`config.mk`:
```
export PLATFORM = sky130hd
export DESIGN_NAME = jstk_spi_responder_flat
export DESIGN_NICKNAME = d
export VERILOG_FILES = /design/src/rtl/jstk_pkg.sv /design/src/rtl/jstk_spi_responder_if.sv /design/src/rtl/jstk_spi_responder_spi_sync_edge.sv /design/src/rtl/jstk_spi_responder.sv /design/src/flat_wrapper.sv
export SDC_FILE = /design/constraint.sdc
export NUM_CORES = 1
export LEC_CHECK = 0
export BUFFER_PORTS_ARGS = -buffer_cell sky130_fd_sc_hd__clkbuf_2
export CAP_MARGIN = 20
export CORE_ASPECT_RATIO = 2
export CORE_UTILIZATION = 45
export DETAILED_ROUTE_END_ITERATION = 12
export PLACE_DENSITY = 0.75
export SLEW_MARGIN = 25
export SYNTH_ARGS = -nofsm -noshare
export SYNTH_HDL_FRONTEND = slang
export SYNTH_SLANG_ARGS = --single-unit
```
`constraint.sdc`:
```
create_clock -name clk -period 1.65 [get_ports clk]
set_input_delay 0.33 -clock clk [delete_from_list [all_inputs] [get_ports clk]]
set_output_delay 0.33 -clock clk [all_outputs]
set_load 0.005 [all_outputs]
```
`src/rtl/jstk_pkg.sv`:
```
// Shared constants, state encoding and frame packing for the PmodJSTK SPI responder.
package jstk_pkg;

  localparam int          JSTK_FRAME_BYTES = 5;
  localparam logic [5:0]  JSTK_LED_PREFIX  = 6'b100000;
  localparam int          JSTK_POS_W       = 10;

  typedef enum logic {
    IDLE   = 1'b0,
    ACTIVE = 1'b1
  } jstk_state_e;

  // Byte order on the wire: X low, X high, Y low, Y high, buttons.
  function automatic logic [39:0] pack_jstk_frame(
    input logic [JSTK_POS_W-1:0] x,
    input logic [JSTK_POS_W-1:0] y,
    input logic [2:0]            buttons
  );
    return {x[7:0], 6'b0, x[9:8], y[7:0], 6'b0, y[9:8], 5'b0, buttons};
  endfunction

endpackage

```
`src/rtl/jstk_spi_responder_if.sv`:
```
// SPI pin bundle between a PmodJSTK-style master and the responder.
interface jstk_spi_responder_if;
  logic ss;
  logic sclk;
  logic mosi;
  logic miso;

  modport master (output ss, output sclk, output mosi, input miso);
  modport slave  (input ss, input sclk, input mosi, output miso);
endinterface

```
`src/rtl/jstk_spi_responder_spi_sync_edge.sv`:
```
// Multi-flop synchronizer for an asynchronous pin with registered-level edge pulses.
module spi_sync_edge #(
  parameter int SYNC_STAGES = 2
) (
  input  logic clk,
  input  logic rst,
  input  logic din,
  output logic level,
  output logic rise,
  output logic fall
);

  logic [SYNC_STAGES-1:0] sync_q;
  logic                   level_d;

  // Reset to 0 so a pin already low at reset release never looks like a falling edge.
  always_ff @(posedge clk) begin
    if (rst) begin
      sync_q  <= '0;
      level_d <= 1'b0;
    end else begin
      sync_q  <= {sync_q[SYNC_STAGES-2:0], din};
      level_d <= sync_q[SYNC_STAGES-1];
    end
  end

  assign level = sync_q[SYNC_STAGES-1];
  assign rise  = level & ~level_d;
  assign fall  = ~level & level_d;

endmodule

```
`src/rtl/jstk_spi_responder.sv`:
```
// SPI mode-0 slave that emulates a PmodJSTK: serves X/Y/buttons, accepts the LED command.
//
// state  | meaning
// IDLE   | ss high (or frame aborted by reset); miso held 0
// ACTIVE | frame in progress; shifting rx on sclk rise, tx on sclk fall
module jstk_spi_responder
  import jstk_pkg::*;
#(
  parameter int         SYNC_STAGES    = 2,
  parameter int         FRAME_BYTES    = JSTK_FRAME_BYTES,
  parameter logic [5:0] LED_CMD_PREFIX = JSTK_LED_PREFIX
) (
  input  logic                    clk,
  input  logic                    rst,
  jstk_spi_responder_if.slave     spi,
  input  logic [JSTK_POS_W-1:0]   x_pos,
  input  logic [JSTK_POS_W-1:0]   y_pos,
  input  logic [2:0]              buttons,
  output logic [1:0]              led_cmd,
  output logic                    frame_done,
  output logic                    frame_err
);

  localparam int BC_W = $clog2(FRAME_BYTES + 2);
  localparam logic [BC_W-1:0] BYTE_LAST = BC_W'(FRAME_BYTES);
  localparam logic [BC_W-1:0] BYTE_SAT  = BC_W'(FRAME_BYTES + 1);

  logic ss_level, ss_rise, ss_fall;
  logic sclk_level_unused, sclk_rise, sclk_fall;
  logic mosi_level, mosi_rise_unused, mosi_fall_unused;

  spi_sync_edge #(.SYNC_STAGES(SYNC_STAGES)) u_sync_ss (
    .clk   (clk),
    .rst   (rst),
    .din   (spi.ss),
    .level (ss_level),
    .rise  (ss_rise),
    .fall  (ss_fall)
  );

  spi_sync_edge #(.SYNC_STAGES(SYNC_STAGES)) u_sync_sclk (
    .clk   (clk),
    .rst   (rst),
    .din   (spi.sclk),
    .level (sclk_level_unused),
    .rise  (sclk_rise),
    .fall  (sclk_fall)
  );

  spi_sync_edge #(.SYNC_STAGES(SYNC_STAGES)) u_sync_mosi (
    .clk   (clk),
    .rst   (rst),
    .din   (spi.mosi),
    .level (mosi_level),
    .rise  (mosi_rise_unused),
    .fall  (mosi_fall_unused)
  );

  jstk_state_e     state;
  logic [39:0]     tx_word;
  logic [7:0]      rx_byte;
  logic [7:0]      cmd;
  logic [2:0]      bit_cnt;
  logic [BC_W-1:0] byte_cnt;
  logic            miso_q;
  logic [7:0]      rx_next;
  logic [39:0]     frame_word;

  assign rx_next    = {rx_byte[6:0], mosi_level};
  assign frame_word = pack_jstk_frame(x_pos, y_pos, buttons);
  assign spi.miso   = miso_q;

  always_ff @(posedge clk) begin
    if (rst) begin
      state      <= IDLE;
      tx_word    <= '0;
      rx_byte    <= '0;
      cmd        <= '0;
      bit_cnt    <= '0;
      byte_cnt   <= '0;
      miso_q     <= 1'b0;
      led_cmd    <= '0;
      frame_done <= 1'b0;
      frame_err  <= 1'b0;
    end else begin
      frame_done <= 1'b0;
      frame_err  <= 1'b0;
      unique case (state)
        IDLE: begin
          miso_q <= 1'b0;
          if (ss_fall) begin
            state    <= ACTIVE;
            tx_word  <= frame_word;
            miso_q   <= frame_word[39];
            bit_cnt  <= '0;
            byte_cnt <= '0;
            rx_byte  <= '0;
          end
        end
        ACTIVE: begin
          // ss release takes priority over any sclk edge seen in the same cycle.
          if (ss_rise) begin
            state  <= IDLE;
            miso_q <= 1'b0;
            if (byte_cnt == BYTE_LAST && bit_cnt == 3'd0) begin
              frame_done <= 1'b1;
              if (cmd[7:2] == LED_CMD_PREFIX) led_cmd <= cmd[1:0];
            end else begin
              frame_err <= 1'b1;
            end
          end else if (sclk_rise) begin
            rx_byte <= rx_next;
            bit_cnt <= bit_cnt + 3'd1;
            if (bit_cnt == 3'd7) begin
              if (byte_cnt != BYTE_SAT) byte_cnt <= byte_cnt + 1'b1;
              if (byte_cnt == '0) cmd <= rx_next;
            end
          end else if (sclk_fall) begin
            tx_word <= {tx_word[38:0], 1'b0};
            miso_q  <= tx_word[38];
          end
        end
        default: state <= IDLE;
      endcase
    end
  end

endmodule

```
`src/flat_wrapper.sv`:
```
// flat-port wrapper written by rule: the top's interface ports become plain ports
module jstk_spi_responder_flat import jstk_pkg::*;
#(
  parameter int         SYNC_STAGES    = 2,
  parameter int         FRAME_BYTES    = JSTK_FRAME_BYTES,
  parameter logic [5:0] LED_CMD_PREFIX = JSTK_LED_PREFIX
)
  (clk, rst, x_pos, y_pos, buttons, led_cmd, frame_done, frame_err, spi_ss, spi_sclk, spi_mosi, spi_miso);
  jstk_spi_responder_if spi_i ();
  input  logic clk;
  input  logic rst;
  input  logic [JSTK_POS_W-1:0] x_pos;
  input  logic [JSTK_POS_W-1:0] y_pos;
  input  logic [2:0] buttons;
  output logic [1:0] led_cmd;
  output logic frame_done;
  output logic frame_err;
  input wire logic [$bits(spi_i.ss)-1:0] spi_ss;
  input wire logic [$bits(spi_i.sclk)-1:0] spi_sclk;
  input wire logic [$bits(spi_i.mosi)-1:0] spi_mosi;
  output wire logic [$bits(spi_i.miso)-1:0] spi_miso;
  assign spi_i.ss = spi_ss;
  assign spi_i.sclk = spi_sclk;
  assign spi_i.mosi = spi_mosi;
  assign spi_miso = spi_i.miso;
  jstk_spi_responder #(.SYNC_STAGES(SYNC_STAGES), .FRAME_BYTES(FRAME_BYTES), .LED_CMD_PREFIX(LED_CMD_PREFIX)) u_core (.clk(clk), .rst(rst), .spi(spi_i), .x_pos(x_pos), .y_pos(y_pos), .buttons(buttons), .led_cmd(led_cmd), .frame_done(frame_done), .frame_err(frame_err));
endmodule
```
# Word level (Yosys, flattened, before mapping)
# Index checks and enable logic that the tools add are counted.
totals:
  wordCells: 78
  register_bits: 74
classes:
  n_addsub: 2
  mux: 28
  eq_ne: 13
  bitwise_logic: 10
  reduce_logical: 10
ops:
  columns: ["cell", "n"]
  rows:
  - ["39-bit 2-to-1 mux", 4]
  - ["39-bit one-hot mux with 2 select lines", 1]
  - ["3-bit 2-to-1 mux", 7]
  - ["7-bit 2-to-1 mux", 3]
  - ["7-bit one-hot mux with 2 select lines", 1]
  - ["3-bit one-hot mux with 2 select lines", 2]
  - ["5-bit AND reduction", 2]
  - ["1-bit 2-to-1 mux", 8]
  - ["2-bit inequality test (second input constant)", 4]
  - ["4-bit AND reduction", 2]
  - ["3-bit by 1-bit adder with 3-bit output (second input constant)", 2]
  - ["3-bit == test (second input constant)", 2]
  - ["6-bit == test (second input constant)", 1]
  - ["3-bit logical NOT", 2]
  - ["2-bit by 1-bit inequality test with 1-bit output (second input constant)", 3]
  - ["1-bit inverter", 6]
  - ["1-bit AND", 4]
  - ["1-bit one-hot mux with 2 select lines", 2]
  - ["3-bit by 1-bit inequality test with 1-bit output (second input constant)", 1]
  - ["3-bit by 2-bit inequality test with 1-bit output (second input constant)", 1]
  - ["3-bit inequality test (second input constant)", 1]
  - ["3-bit AND reduction", 1]
  - ["3-bit OR reduction", 1]
  - ["2-bit AND reduction", 1]
  - ["1-bit logical AND", 1]

# Depth between registers and ports, before layout
# Gate-level depths: netlist (run 1).
logic_depth:
  ltp_word: 6
  depth_mapped: 6
  depth_no_buf: 6

# Modules after synthesis
# A second synthesis (run 1) with hierarchy kept.
hier_totals:
  cells_unflattened: 342
  area_unflattened_um2: 3189.3
by_module_without_submodules:
  columns: ["mod", "area_per_inst_um2", "cells_each", "instances"]
  rows:
  - ["jstk_spi_responder", 2915.3, 318, 1]
  - ["spi_sync_edge", 91.3, 8, 3]

# Least setup slack after synthesis (run 1)
# Ideal clock, no wire load.
synth_timing:
  kind: "reg-to-reg"
  startpoint: "reg u_core.u_sync_ss.sync_q[1]"
  endpoint: "reg u_core.tx_word[22]"
  path_stages_with_launch: 7
  synth_period_minus_slack_ps: 1475
  setup_slack_ps: 175
  setup_ps: 146
  arrival_ps: 1329
  cell_sequence: "dfxtp_1 > nor2b_1 > buf_2 > o31ai_4 > buf_6 > buf_6 > a211oi_2"
synth_between:
  elab_chain_len: 4
  word_cells_on_any_way: 6
synth_lines:
  columns: ["item", "line_no", "source"]
  rows:
  - ["start, declared", "jstk_spi_responder_spi_sync_edge.sv:13", "logic [SYNC_STAGES-1:0] sync_q;"]
  - ["start signal, assigned", "jstk_spi_responder_spi_sync_edge.sv:22", "sync_q <= {sync_q[SYNC_STAGES-2:0], din};"]
  - ["1-bit inverter", "jstk_spi_responder_spi_sync_edge.sv:29", "assign fall = ~level & level_d;"]
  - ["1-bit AND", "jstk_spi_responder_spi_sync_edge.sv:29", null]
  - ["2-bit by 1-bit inequality test with 1-bit output (no line)", null, null]
  - ["4-bit AND reduction (no line) *", null, null]
  - ["end signal, assigned", "jstk_spi_responder.sv:93", "tx_word <= frame_word;"]
  - ["end signal, assigned", "jstk_spi_responder.sv:119", "tx_word <= {tx_word[38:0], 1'b0};"]
  - ["end, declared", "jstk_spi_responder.sv:60", "logic [39:0] tx_word;"]
# Mark *: on every way between the ends. The rest lies on a longest branch, timed or not.
# A chain may end at the register's enable or synchronous reset.

# Final worst setup path (run 1)
layout_timing:
  startpoint: "reg u_core.state"
  endpoint: "reg u_core.tx_word[24]"
layout_between:
  elab_chain_len: 3
  word_cells_on_any_way: 7
layout_lines:
  columns: ["item", "line_no", "source"]
  rows:
  - ["start, declared", "jstk_spi_responder.sv:59", "jstk_state_e state;"]
  - ["start signal, assigned", "jstk_spi_responder.sv:75", "state <= IDLE;"]
  - ["start signal, assigned", "jstk_spi_responder.sv:92", "state <= ACTIVE;"]
  - ["start signal, assigned", "jstk_spi_responder.sv:103", "state <= IDLE;"]
  - ["1-bit inverter", "jstk_spi_responder.sv:88", "unique case (state)"]
  - ["2-bit by 1-bit inequality test with 1-bit output (no line)", null, null]
  - ["4-bit AND reduction (no line)", null, null]
# Parallel ways exist; a longest one is shown, timed or not.

==> results of run 1 <==
[repair_timing]
item | 4_1_cts | 5_1_grt
setup buffers | 0 | 1
hold endpoints to repair | 0 | 0
pin swaps | 0 | 1
gates cloned | 0 | 2
hold buffers | 0 | 0
setup endpoints to repair | 2 | 20
gates resized for setup | 2 | 7
[logic make-up (layout without fill, tap and decap cells)]
kind of cell / after synthesis / after routing / share of synthesized area (%)
AND/OR/NAND/NOR: 126 / 126 / 19.5
buffers and inverters: 29 / 69 / 5.35
flip-flops: 74 / 74 / 46.6
multiplexers: 33 / 33 / 10.4
adder cells (fa/ha/maj): 7 / 7 / 2.76
AO/OA/AOI/OAI: 57 / 57 / 15.4
[state kept, by name, summed over array words and instances, names as in the netlist, 2 cells and up]
name,count
u_core.bit_cnt,3
u_core.byte_cnt,3
u_core.cmd,8
u_core.led_cmd,2
u_core.rx_byte,7
u_core.tx_word,39
u_core.u_sync_mosi.sync_q,2
u_core.u_sync_sclk.sync_q,2
u_core.u_sync_ss.sync_q,2
[final timing paths]
path	start	to	slack (ps)	cells past startpoint
max	u_core.state	u_core.tx_word[24]	20	7
min	spi_mosi	u_core.u_sync_mosi.sync_q[0]	210	2
max reg2reg	u_core.state	u_core.tx_word[24]	20	7
min reg2reg	u_core.u_sync_ss.sync_q[0]	u_core.u_sync_ss.sync_q[1]	430	1
[critical path, cell delays in order, from the launching register on]
cell and delay, ps:
dfxtp_2 360, buf_12 180, inv_1 110, o31ai_4 270, buf_6 190, clkbuf_16 190
nor2_1 60, a211oi_2 180
[through the flow]
| stage | hold slack (ps) | cells | setup WS, ps |
|---|---|---|---|
| 2_1_floorplan | 414 | 326 | 175 |
| 3_3_place_gp | 422 | 438 | 64.6 |
| 3_5_place_dp | 426 | 438 | 3.68 |
| 4_1_cts | 209 | 453 | 41.8 |
| 5_1_grt | 230 | 456 | -17.4 |
| 6_report | 210 | 456 | 24.3 |
[report_power, final]
group          internal (mW)  switching [mW]
logic                  0.105           0.135
clock network           1.20           0.671
registers               1.82          0.0176
total                   3.12           0.823
[layout make-up]
type,count,share of cell area [%]
Clock buffer,12,6.40
Clock inverter,3,1.04
Inverter,6,0.584
Multi-Input combinational cell,223,40.6
Sequential cell,74,38.5
Tap cell,90,2.92
Timing Repair Buffer,48,9.90
[cells in the final DEF, fill, tap and decap left out, types with 2 or more instances in the layout]
| cell type | Yosys | final |
|---|---|---|
| a211oi_2 | 21 | 21 |
| a21oi_1 | 29 | 28 |
| buf_12 | 0 | 5 |
| buf_4 | 2 | 8 |
| clkbuf_1 | 7 | 2 |
| clkbuf_16 | 0 | 11 |
| clkbuf_2 | 0 | 32 |
| clkinv_2 | 0 | 2 |
| dfxtp_1 | 74 | 72 |
| dfxtp_2 | 0 | 2 |
| ha_1 | 7 | 7 |
| inv_1 | 6 | 6 |
| mux2i_1 | 33 | 33 |
| nand2_1 | 21 | 21 |
| nand2b_1 | 4 | 4 |
| nand3_1 | 38 | 38 |
| nor2_1 | 38 | 38 |
| nor2b_1 | 11 | 10 |
| nor4_1 | 2 | 2 |
[metal layers]
layer / wire, um / up-vias / GRT usage (%) / part of all wire [%]
met5: 0 / - / 0 / 0
met4: 151 / 0 / 10.8 / 2.5
met3: 233 / 11 / 4.49 / 3.8
met2: 3390 / 57 / 30.6 / 55
met1: 2390 / 1147 / 18.3 / 39
li1: - / 1219 / - / -
==> summary.json, run 1 <==
{
  "place": {
    "io_buffer_count": 32,
    "dpl.hpwl_um": 4140,
    "post_dp_cell_area_sq_mm": 0.00346,
    "place.gp.congestion": 0.812
  },
  "setup_path": {
    "timing.setup.critical_path_class": "flop to flop",
    "startpoint_type": "flop",
    "critPathCaptureType": "flop",
    "cp.required_ps": 1900,
    "worst-endpoint-arrival_ps": 1880,
    "path_max_fanout": 22
  },
  "cells_and_area": {
    "final_area_sq_mm": 0.00385,
    "antenna-diode-count": 0,
    "num-nets-final": 397,
    "ff_latch_area_sq_mm": 0.00148,
    "drive_gt1_share_pct": 26.0,
    "multi_input_area_sq_mm": 0.00157,
    "filler_cell_count": 632,
    "layout.core_utilization_pct": 56.0,
    "area.growth.synth_to_final_pct": 21.3
  },
  "clock_tree": {
    "clk_path_buf_depth": 2,
    "clock_tree.root_cell": "clkbuf_16",
    "clock_latency_ps": 330,
    "htree_levels": 3,
    "cts_inserted_buffers": 9,
    "clk_transition_reported_paths_ps": 50,
    "clock_tree_from_tritoncts": "built",
    "clock_sink_count": 74
  },
  "detailed_routing": {
    "route.detailed.drc": 0,
    "post_drt_via_cell_ratio": 5.34,
    "vias": 2434,
    "drtPass1Iterations": 5,
    "drtAntennaViolNets": 0,
    "drt_wl_total_um": 6160,
    "detailedRoute.firstIterationViolations": 129,
    "avgRoutedWirePerCell_um": 13.5
  },
  "synthesis": {
    "synthMostInstantiatedCell": "dfxtp_1",
    "synth.yosys.seq_area_share_pct": 46.6,
    "synth-edff-count": 0,
    "synthDominantCellAreaShare_pct": 46.6,
    "yosysTopAreaCell": "dfxtp_1",
    "postSynthCellCount": 326,
    "synth-async-reset-ratio_pct": 0,
    "dominantRegCellSynth": "dfxtp_1",
    "synth.avg_cell_area_sq_um": 9.75,
    "total_nets_after_synthesis": 361,
    "yosysUniqueCellTypes": 35,
    "synth_commonest_cells": "74 x dfxtp_1, 38 x nand3_1, 38 x nor2_1",
    "ys_seq_elements": 74,
    "yosysWarningCount": 0,
    "synthesis.area_sq_mm": 0.00318,
    "synth.top_cells.by_area": "dfxtp_1 47%, mux2i_1 10%, a211oi_2 8.3%"
  },
  "floorplanning": {
    "initial_core_util_pct": 46.1,
    "die-width_um": 61.4,
    "die_height_um": 121,
    "ioPinCount": 33,
    "coreArea_sq_mm": 0.00689,
    "fp-row-count": 43,
    "area_of_the_die_sq_mm": 0.00742
  },
  "status": {
    "outcome": "finished clean"
  },
  "timing": {
    "finalSetupViolations": 0,
    "post-route-period-util_pct": 98.5,
    "maxClockFrequency_mhz": 615,
    "slew_headroom_pct": 66.3,
    "fin_skew_ps": 3.82,
    "totalNegativeSetupSlack_ps": 0,
    "post-route-min-period_ps": 1630,
    "finalHoldViolations": 0,
    "report.final.slew_viol_count": 0,
    "worst_pin_slew_ps": 506
  },
  "grt": {
    "grt_antenna_before_repair": 0,
    "remaining_overflow_grt": 0,
    "track_usage_pct": 17.8,
    "grt_pass1_vias": 2297,
    "first_pass_grt_wire_length_um": 9680,
    "maximum_number_of_pins_on_one_net_before_global_route_repair": 51
  },
  "job": {
    "maxCapViolations": 0
  },
  "power_and_ir_drop": {
    "fin_total_pwr_mw": 3.94,
    "ir_drop_v": 0.000637,
    "power_per_cell_area_mw_per_mm2": 1020,
    "leakage_nw": 1.43
  },
  "hold_path": {
    "hold_path.class": "primary input to flop"
  }
}
(Power assumes the default switching activity.)
==> inputs of run 2 (changes only) <==
- RECOVER_POWER: not set -> 50
==> run 2 against run 1 <==
Via count rose by 0.16%. Largest power group unchanged. Count of clock-buffer cells in the layout did not move. First-iteration DRC count fell by 1.6%. Fmax rose by 0.22%. Critical endpoint is now u_core.tx_word[9]. Non-clock buffer count did not move.
==> summary.json, run 2 (synthesized netlist as in run 1, its figures left out) <==
{
  "status": {
    "outcome": {"value": "finished clean", "change": "unchanged"}
  },
  "cells_and_area": {
    "register_with_the_most_flip_flops": {"value": "u_core.tx_word", "change": "unchanged"},
    "area.growth.synth_to_final": {"value": 21.1, "unit": "%", "change": "was 21.3%"},
    "layout.core_utilization": {"value": 55.9, "unit": "%", "change": "was 56.0%"},
    "filler_cell_count": {"value": 636, "change": "was 632"},
    "drive_gt1_share": {"value": 25.1, "unit": "%", "change": "was 26.0%"},
    "layout_commonest_cell": {"value": "dfxtp_1", "change": "unchanged"},
    "num-nets-final": {"value": 397, "change": "unchanged"},
    "final_cell_count_no_fill": {"value": 456, "change": "unchanged"},
    "antenna-diode-count": {"value": 0, "change": "unchanged"},
    "number_of_flip_flops_in_the_largest_register": {"value": 39, "change": "unchanged"},
    "most_used_cells_in_the_layout_excluding_fill_and_tap_cells": {"value": "72 x dfxtp_1, 38 x nor2_1, 38 x nand3_1, 33 x mux2i_1, 30 x clkbuf_2", "change": "was 72 x dfxtp_1, 38 x nor2_1, 38 x nand3_1, 33 x mux2i_1, 32 x clkbuf_2"},
    "largestRegisters": {"value": "u_core.tx_word x39, u_core.cmd x8, u_core.rx_byte x7", "change": "unchanged"}
  },
  "detailed_routing": {
    "vias": {"value": 2438, "change": "was 2434"},
    "route.detailed.drc": {"value": 0, "change": "unchanged"},
    "avgRoutedWirePerCell": {"value": 13.5, "unit": "um", "change": "about the same"},
    "drt_wl_total": {"value": 6150, "unit": "um", "change": "was 6160 um"},
    "detailedRoute.firstIterationViolations": {"value": 127, "change": "was 129"},
    "post_drt_via_cell_ratio": {"value": 5.35, "change": "was 5.34"},
    "drtAntennaViolNets": {"value": 0, "change": "unchanged"},
    "drtPass1Iterations": {"value": 5, "change": "unchanged"}
  },
  "clock_tree": {
    "clock_latency": {"value": 330, "unit": "ps", "change": "about the same"},
    "clk_path_buf_depth": {"value": 2, "change": "unchanged"},
    "clock_sink_count": {"value": 74, "change": "unchanged"},
    "clock_tree.root_cell": {"value": "clkbuf_16", "change": "unchanged"},
    "cts_inserted_buffers": {"value": 9, "change": "unchanged"},
    "clock_tree_from_tritoncts": {"value": "built", "change": "unchanged"},
    "htree_levels": {"value": 3, "change": "unchanged"},
    "clk_transition_reported_paths": {"value": 50, "unit": "ps", "change": "about the same"},
    "cts_hold_buffers": {"value": 0, "change": "unchanged"}
  },
  "setup_path": {
    "timing.setup.critical_path_class": {"value": "flop to flop", "change": "unchanged"},
    "startpoint_type": {"value": "flop", "change": "unchanged"},
    "worst-endpoint-arrival": {"value": 1870, "unit": "ps", "change": "was 1880 ps"},
    "cp.required": {"value": 1900, "unit": "ps", "change": "about the same"},
    "critPathCaptureType": {"value": "flop", "change": "unchanged"},
    "path_max_fanout": {"value": 22, "change": "unchanged"},
    "reg_to_reg_slack_setup": {"value": 30, "unit": "ps", "change": "was 20 ps"}
  },
  "grt": {
    "first_pass_grt_wire_length": {"value": 9680, "unit": "um", "change": "unchanged"},
    "grt.met2_usage": {"value": 30.6, "unit": "%", "change": "unchanged"},
    "grtUsageMet1": {"value": 18.3, "unit": "%", "change": "unchanged"},
    "track_usage": {"value": 17.8, "unit": "%", "change": "unchanged"},
    "remaining_overflow_grt": {"value": 0, "change": "unchanged"},
    "grt_antenna_before_repair": {"value": 0, "change": "unchanged"},
    "groute.layer.met3.usage": {"value": 4.49, "unit": "%", "change": "unchanged"},
    "gr-max-usage-layer": {"value": "met2", "change": "unchanged"},
    "maximum_number_of_pins_on_one_net_before_global_route_repair": {"value": 51, "change": "unchanged"},
    "grt_pass1_vias": {"value": 2297, "change": "unchanged"}
  },
  "power_and_ir_drop": {
    "leakage": {"value": 1.42, "unit": "nW", "change": "was 1.43 nW"},
    "ir_drop": {"value": 0.000636, "unit": "V", "change": "was 0.000637 V"},
    "power_per_cell_area": {"value": 1020, "unit": "mW/mm^2", "change": "about the same"}
  },
  "timing": {
    "worst_pin_slew": {"value": 584, "unit": "ps", "change": "was 506 ps"},
    "report.final.slew_viol_count": {"value": 0, "change": "unchanged"},
    "fin_skew": {"value": 3.96, "unit": "ps", "change": "was 3.82 ps"},
    "worst_slack": {"value": 27.8, "unit": "ps", "change": "was 24.3 ps"},
    "slew_headroom": {"value": 61.1, "unit": "%", "change": "was 66.3%"},
    "post-route-period-util": {"value": 98.3, "unit": "%", "change": "was 98.5%"},
    "maxClockFrequency": {"value": 616, "unit": "MHz", "change": "was 615 MHz"},
    "finalHoldViolations": {"value": 0, "change": "unchanged"},
    "totalNegativeSetupSlack": {"value": 0, "unit": "ps", "change": "unchanged"},
    "finalSetupViolations": {"value": 0, "change": "unchanged"},
    "post-route-min-period": {"value": 1620, "unit": "ps", "change": "was 1630 ps"}
  },
  "job": {
    "maxCapViolations": {"value": 0, "change": "unchanged"}
  },
  "hold_path": {
    "hold_path.class": {"value": "primary input to flop", "change": "unchanged"}
  },
  "floorplanning": {
    "initial_core_util": {"value": 46.1, "unit": "%", "change": "unchanged"},
    "die_height": {"value": 121, "unit": "um", "change": "unchanged"},
    "fp-row-count": {"value": 43, "change": "unchanged"},
    "die-width": {"value": 61.4, "unit": "um", "change": "unchanged"},
    "ioPinCount": {"value": 33, "change": "unchanged"},
    "area_of_the_die": {"value": 0.00742, "unit": "sq mm", "change": "unchanged"},
    "coreArea": {"value": 0.00689, "unit": "sq mm", "change": "unchanged"}
  },
  "place": {
    "place.gp.congestion": {"value": 0.812, "change": "unchanged"},
    "io_buffer_count": {"value": 32, "change": "unchanged"},
    "dpl.hpwl": {"value": 4140, "unit": "um", "change": "unchanged"},
    "place_ws": {"value": 3.68, "unit": "ps", "change": "unchanged"},
    "placed_cells": {"value": 438, "change": "unchanged"}
  }
}
==> run 2: cell types whose count changed in the layout (fill, tap and decap cells not counted) <==
| cell | before | now |
|---|---|---|
| buf_4 | 8 | 7 |
| clkbuf_1 | 2 | 5 |
| clkbuf_2 | 32 | 30 |
==> run 2: layout make-up <==
class / count / area (sq um) / share of cell area (%)
clock buffers: 12 / 246 / 6.41
clock inverters: 3 / 40.0 / 1.04
inverters: 6 / 22.5 / 0.585
multi-input cells: 223 / 1570 / 40.7
flip-flops and latches: 74 / 1480 / 38.6
well taps: 90 / 113 / 2.93
repair buffers: 48 / 375 / 9.76
==> run 2: final timing paths <==
kind | from | endpoint | cells past startpoint
setup / recovery | u_core.state | u_core.tx_word[9] | 7
hold / removal | spi_mosi | u_core.u_sync_mosi.sync_q[0] | 2
setup reg to reg | u_core.state | u_core.tx_word[9] | 7
hold reg to reg | u_core.u_sync_ss.sync_q[0] | u_core.u_sync_ss.sync_q[1] | 1
==> run 2: critical path, cell delays in order, from the launching register on <==
cell	delay (ps)
dfxtp_2	360
buf_12	180
inv_1	110
o31ai_4	270
buf_6	190
clkbuf_16	190
nor2_1	60
a211oi_2	180
==> run 2: power breakdown <==
part	internal, mW	total (mW)	leakage, nW	switching (mW)
registers	1.82	1.84	0.600	0.0175
logic	0.104	0.238	0.673	0.135
clock network	1.20	1.87	0.142	0.672
total	3.12	3.94	1.42	0.824
==> run 2: layer usage <==
metal,routed length [um],vias to the layer above,part of all wire (%)
li1,-,1220,-
met1,2400,1153,39
met2,3400,53,55
met3,204,12,3.3
met4,153,0,2.5
met5,0,-,0
==> run 2: what timing repair did <==
item,4_1_cts,5_1_grt
gates resized for setup,2,7
setup endpoints to repair,2,20
gates cloned,0,2
setup buffers,0,1
pin swaps,0,1
==> run 2: through the flow <==
stage                     total power, mW  instance area [sq um]  hold slack [ps]
after global routing                 4.08                   3850              230
after floorplan                      2.03                   3180              414
final                                3.94                   3850              210
after CTS                            3.97                   3770              209
after detailed placement             2.10                   3460              426
after global placement               2.09                   3460              422
==> inputs of run 3 (changes only) <==
- CAP_MARGIN: 20 -> 15
- GPL_TIMING_DRIVEN: not set -> 0
==> run 3 against run 2 <==
First-iteration DRC count shrank 22%. Critical path type unchanged. Register-to-register slack gained 20 ps. Count of clock-buffer cells in the layout did not move. Clock skew grew 1.2 ps. Setup slack gained 24 ps. Utilization shrank 0.56 points. Final area shrank 1.0%. Worst hold slack worse by 4.8 ps. Largest power group unchanged. Sequential share of layout area increased by 0.39 points. Fmax is 1.5% higher.
==> summary.json, run 3 (synthesized netlist as in run 1, its figures left out) <==
{
  "power_and_ir_drop": {
    "netSwitchingPower": {"value": 0.845, "unit": "mW", "change": "was 0.824 mW"},
    "power.share.switching": {"value": 21.4, "unit": "%", "change": "was 20.9%"},
    "ir_drop": {"value": 0.000622, "unit": "V", "change": "was 0.000636 V"},
    "power_per_cell_area": {"value": 1040, "unit": "mW/mm^2", "change": "was 1020 mW/mm^2"},
    "comb_power_share": {"value": 6.0, "unit": "%", "change": "about the same"},
    "leakage": {"value": 1.40, "unit": "nW", "change": "was 1.42 nW"},
    "proportion_of_power_drawn_by_flip_flops_and_latches": {"value": 46.4, "unit": "%", "change": "was 46.6%"},
    "share_clk_of_total_power": {"value": 47.6, "unit": "%", "change": "was 47.4%"},
    "cell_internal_pwr": {"value": 3.11, "unit": "mW", "change": "was 3.12 mW"}
  },
  "timing": {
    "finalSetupViolations": {"value": 0, "change": "unchanged"},
    "report.final.slew_viol_count": {"value": 0, "change": "unchanged"},
    "post-route-min-period": {"value": 1600, "unit": "ps", "change": "was 1620 ps"},
    "holdWs": {"value": 205, "unit": "ps", "change": "was 210 ps"},
    "unrepaired_setup_endpoints_after_global_routing": "true",
    "finalHoldViolations": {"value": 0, "change": "unchanged"},
    "slew_headroom": {"value": 55.6, "unit": "%", "change": "was 61.1%"},
    "post-route-period-util": {"value": 96.8, "unit": "%", "change": "was 98.3%"},
    "maxClockFrequency": {"value": 626, "unit": "MHz", "change": "was 616 MHz"},
    "fin_skew": {"value": 5.18, "unit": "ps", "change": "was 3.96 ps"},
    "worst_pin_slew": {"value": 666, "unit": "ps", "change": "was 584 ps"}
  },
  "floorplanning": {
    "fp-row-count": {"value": 43, "change": "unchanged"},
    "ioPinCount": {"value": 33, "change": "unchanged"},
    "coreArea": {"value": 0.00689, "unit": "sq mm", "change": "unchanged"},
    "initial_core_util": {"value": 46.1, "unit": "%", "change": "unchanged"},
    "die_height": {"value": 121, "unit": "um", "change": "unchanged"},
    "area_of_the_die": {"value": 0.00742, "unit": "sq mm", "change": "unchanged"},
    "die-width": {"value": 61.4, "unit": "um", "change": "unchanged"}
  },
  "setup_path": {
    "startpoint_type": {"value": "flop", "change": "unchanged"},
    "worst-endpoint-arrival": {"value": 1790, "unit": "ps", "change": "was 1870 ps"},
    "cp.required": {"value": 1840, "unit": "ps", "change": "was 1900 ps"},
    "reg_to_reg_slack_setup": {"value": 50, "unit": "ps", "change": "was 30 ps"},
    "timing.setup.critical_path_class": {"value": "flop to flop", "change": "unchanged"},
    "path_max_fanout": {"value": 4, "change": "was 22"},
    "critPathCaptureType": {"value": "flop", "change": "unchanged"}
  },
  "clock_tree": {
    "cts_inserted_buffers": {"value": 9, "change": "unchanged"},
    "clock_tree_from_tritoncts": {"value": "built", "change": "unchanged"},
    "clock_tree.root_cell": {"value": "clkbuf_16", "change": "unchanged"},
    "clock_latency": {"value": 330, "unit": "ps", "change": "about the same"},
    "clock_sink_count": {"value": 74, "change": "unchanged"},
    "clk_path_buf_depth": {"value": 2, "change": "unchanged"},
    "htree_levels": {"value": 3, "change": "unchanged"},
    "clk_transition_reported_paths": {"value": 50, "unit": "ps", "change": "about the same"}
  },
  "place": {
    "io_buffer_count": {"value": 31, "change": "was 32"},
    "dpl.hpwl": {"value": 4890, "unit": "um", "change": "was 4140 um"},
    "place.gp.congestion": {"value": 0.832, "change": "was 0.812"},
    "placed_cells": {"value": 447, "change": "was 438"},
    "post_dp_cell_area": {"value": 0.00345, "unit": "sq mm", "change": "was 0.00346 sq mm"}
  },
  "hold_path": {
    "hold_path.class": {"value": "primary input to flop", "change": "unchanged"}
  },
  "cells_and_area": {
    "layout.core_utilization": {"value": 55.3, "unit": "%", "change": "was 55.9%"},
    "largestRegisters": {"value": "u_core.tx_word x39, u_core.cmd x8, u_core.rx_byte x7", "change": "unchanged"},
    "final_area": {"value": 0.00381, "unit": "sq mm", "change": "was 0.00385 sq mm"},
    "antenna-diode-count": {"value": 0, "change": "unchanged"},
    "final_cell_count_no_fill": {"value": 463, "change": "was 456"},
    "num-nets-final": {"value": 404, "change": "was 397"},
    "filler_cell_count": {"value": 640, "change": "was 636"},
    "layout_commonest_cell": {"value": "dfxtp_1", "change": "unchanged"},
    "area.growth.synth_to_final": {"value": 19.8, "unit": "%", "change": "was 21.1%"},
    "most_used_cells_in_the_layout_excluding_fill_and_tap_cells": {"value": "72 x dfxtp_1, 38 x nand3_1, 37 x nor2_1, 33 x mux2i_1, 30 x clkbuf_2", "change": "was 72 x dfxtp_1, 38 x nor2_1, 38 x nand3_1, 33 x mux2i_1, 30 x clkbuf_2"},
    "drive_gt1_share": {"value": 25.5, "unit": "%", "change": "was 25.1%"},
    "register_with_the_most_flip_flops": {"value": "u_core.tx_word", "change": "unchanged"},
    "number_of_flip_flops_in_the_largest_register": {"value": 39, "change": "unchanged"}
  },
  "detailed_routing": {
    "post_drt_via_cell_ratio": {"value": 5.29, "change": "was 5.35"},
    "drt_wl_total": {"value": 6820, "unit": "um", "change": "was 6150 um"},
    "dr_wl_met2": {"value": 3810, "unit": "um", "change": "was 3400 um"},
    "wl_met3": {"value": 259, "unit": "um", "change": "was 204 um"},
    "vias": {"value": 2447, "change": "was 2438"},
    "route.detailed.drc": {"value": 0, "change": "unchanged"},
    "drtAntennaViolNets": {"value": 0, "change": "unchanged"},
    "avgRoutedWirePerCell": {"value": 14.7, "unit": "um", "change": "was 13.5 um"},
    "detailedRoute.firstIterationViolations": {"value": 99, "change": "was 127"},
    "drtPass1Iterations": {"value": 4, "change": "was 5"},
    "wirelength_met1": {"value": 2500, "unit": "um", "change": "was 2400 um"},
    "top_signal_layer_used": {"value": "met4", "change": "unchanged"}
  },
  "grt": {
    "first_pass_grt_wire_length": {"value": 11000, "unit": "um", "change": "was 9680 um"},
    "grt_antenna_before_repair": {"value": 0, "change": "unchanged"},
    "remaining_overflow_grt": {"value": 0, "change": "unchanged"},
    "maximum_number_of_pins_on_one_net_before_global_route_repair": {"value": 12, "change": "was 51"},
    "track_usage": {"value": 20.5, "unit": "%", "change": "was 17.8%"},
    "grt_pass1_vias": {"value": 2466, "change": "was 2297"}
  },
  "status": {
    "outcome": {"value": "finished clean", "change": "unchanged"}
  },
  "job": {
    "maxCapViolations": {"value": 0, "change": "unchanged"}
  }
}
## run 3: changes by cell type in the layout (fill, tap and decap cells not counted), sizes merged
cell / previous run / this run
buf: 13 / 16
clkbuf: 47 / 51
## run 3: stage by stage
step | power (mW) | setup TNS [ps] | setup slack, ps
2_1_floorplan | 2.03 | 0 | 175
3_3_place_gp | 2.09 | -3520 | -277
3_5_place_dp | 2.10 | -3690 | -291
4_1_cts | 4.00 | -33.8 | -26.2
5_1_grt | 4.09 | -39.0 | -15.8
6_report | 3.96 | 0 | 52.1
## run 3: critical path, cell delays in order, from the launching register on
cell and delay, ps:
dfxtp_2 360, inv_1 90, ha_1 220, and2_4 170, o41ai_4 390, or2_4 190, a21oi_1 50
## run 3: cell type report
type | instances | area (sq um) | share of cell area [%]
plain buffers | 23 | 150 | 3.94
clock buffers | 12 | 246 | 6.47
clock inverters | 3 | 40.0 | 1.05
inverters | 6 | 22.5 | 0.591
multi-input cells | 223 | 1590 | 41.8
flip-flops and latches | 74 | 1480 | 39.0
well taps | 90 | 113 | 2.96
repair buffers | 32 | 161 | 4.24
## run 3: power by group through the flow
stage          clock [mW]  sequential [mW]  combinational [mW]
6_report             1.88             1.84               0.236
4_1_cts              1.93             1.83               0.231
5_1_grt              1.99             1.84               0.259
3_5_place_dp            0             1.87               0.229
2_1_floorplan           0             1.87               0.158
3_3_place_gp            0             1.87               0.223
## run 3: repair_timing
action,in CTS,in global routing
setup endpoints to repair,24,35
buffers inserted,0,1
resized for setup,2,13
pin swaps,1,2
hold buffers,0,0
## run 3: final timing paths
check | startpoint | endpoint | cells past startpoint
worst min register to register | u_core.u_sync_sclk.sync_q[0] | u_core.u_sync_sclk.sync_q[1] | 1
worst max register to register | u_core.byte_cnt[0] | u_core.byte_cnt[1] | 6
worst max-delay path | u_core.byte_cnt[0] | u_core.byte_cnt[1] | 6
worst min-delay path | spi_sclk | u_core.u_sync_sclk.sync_q[0] | 2
## run 3: per-layer routing
metal  GRT usage, %  vias up
li1               -     1228
met1           18.8     1150
met2           37.0       50
met3           6.20       19
met4           12.2        0
met5              0        -
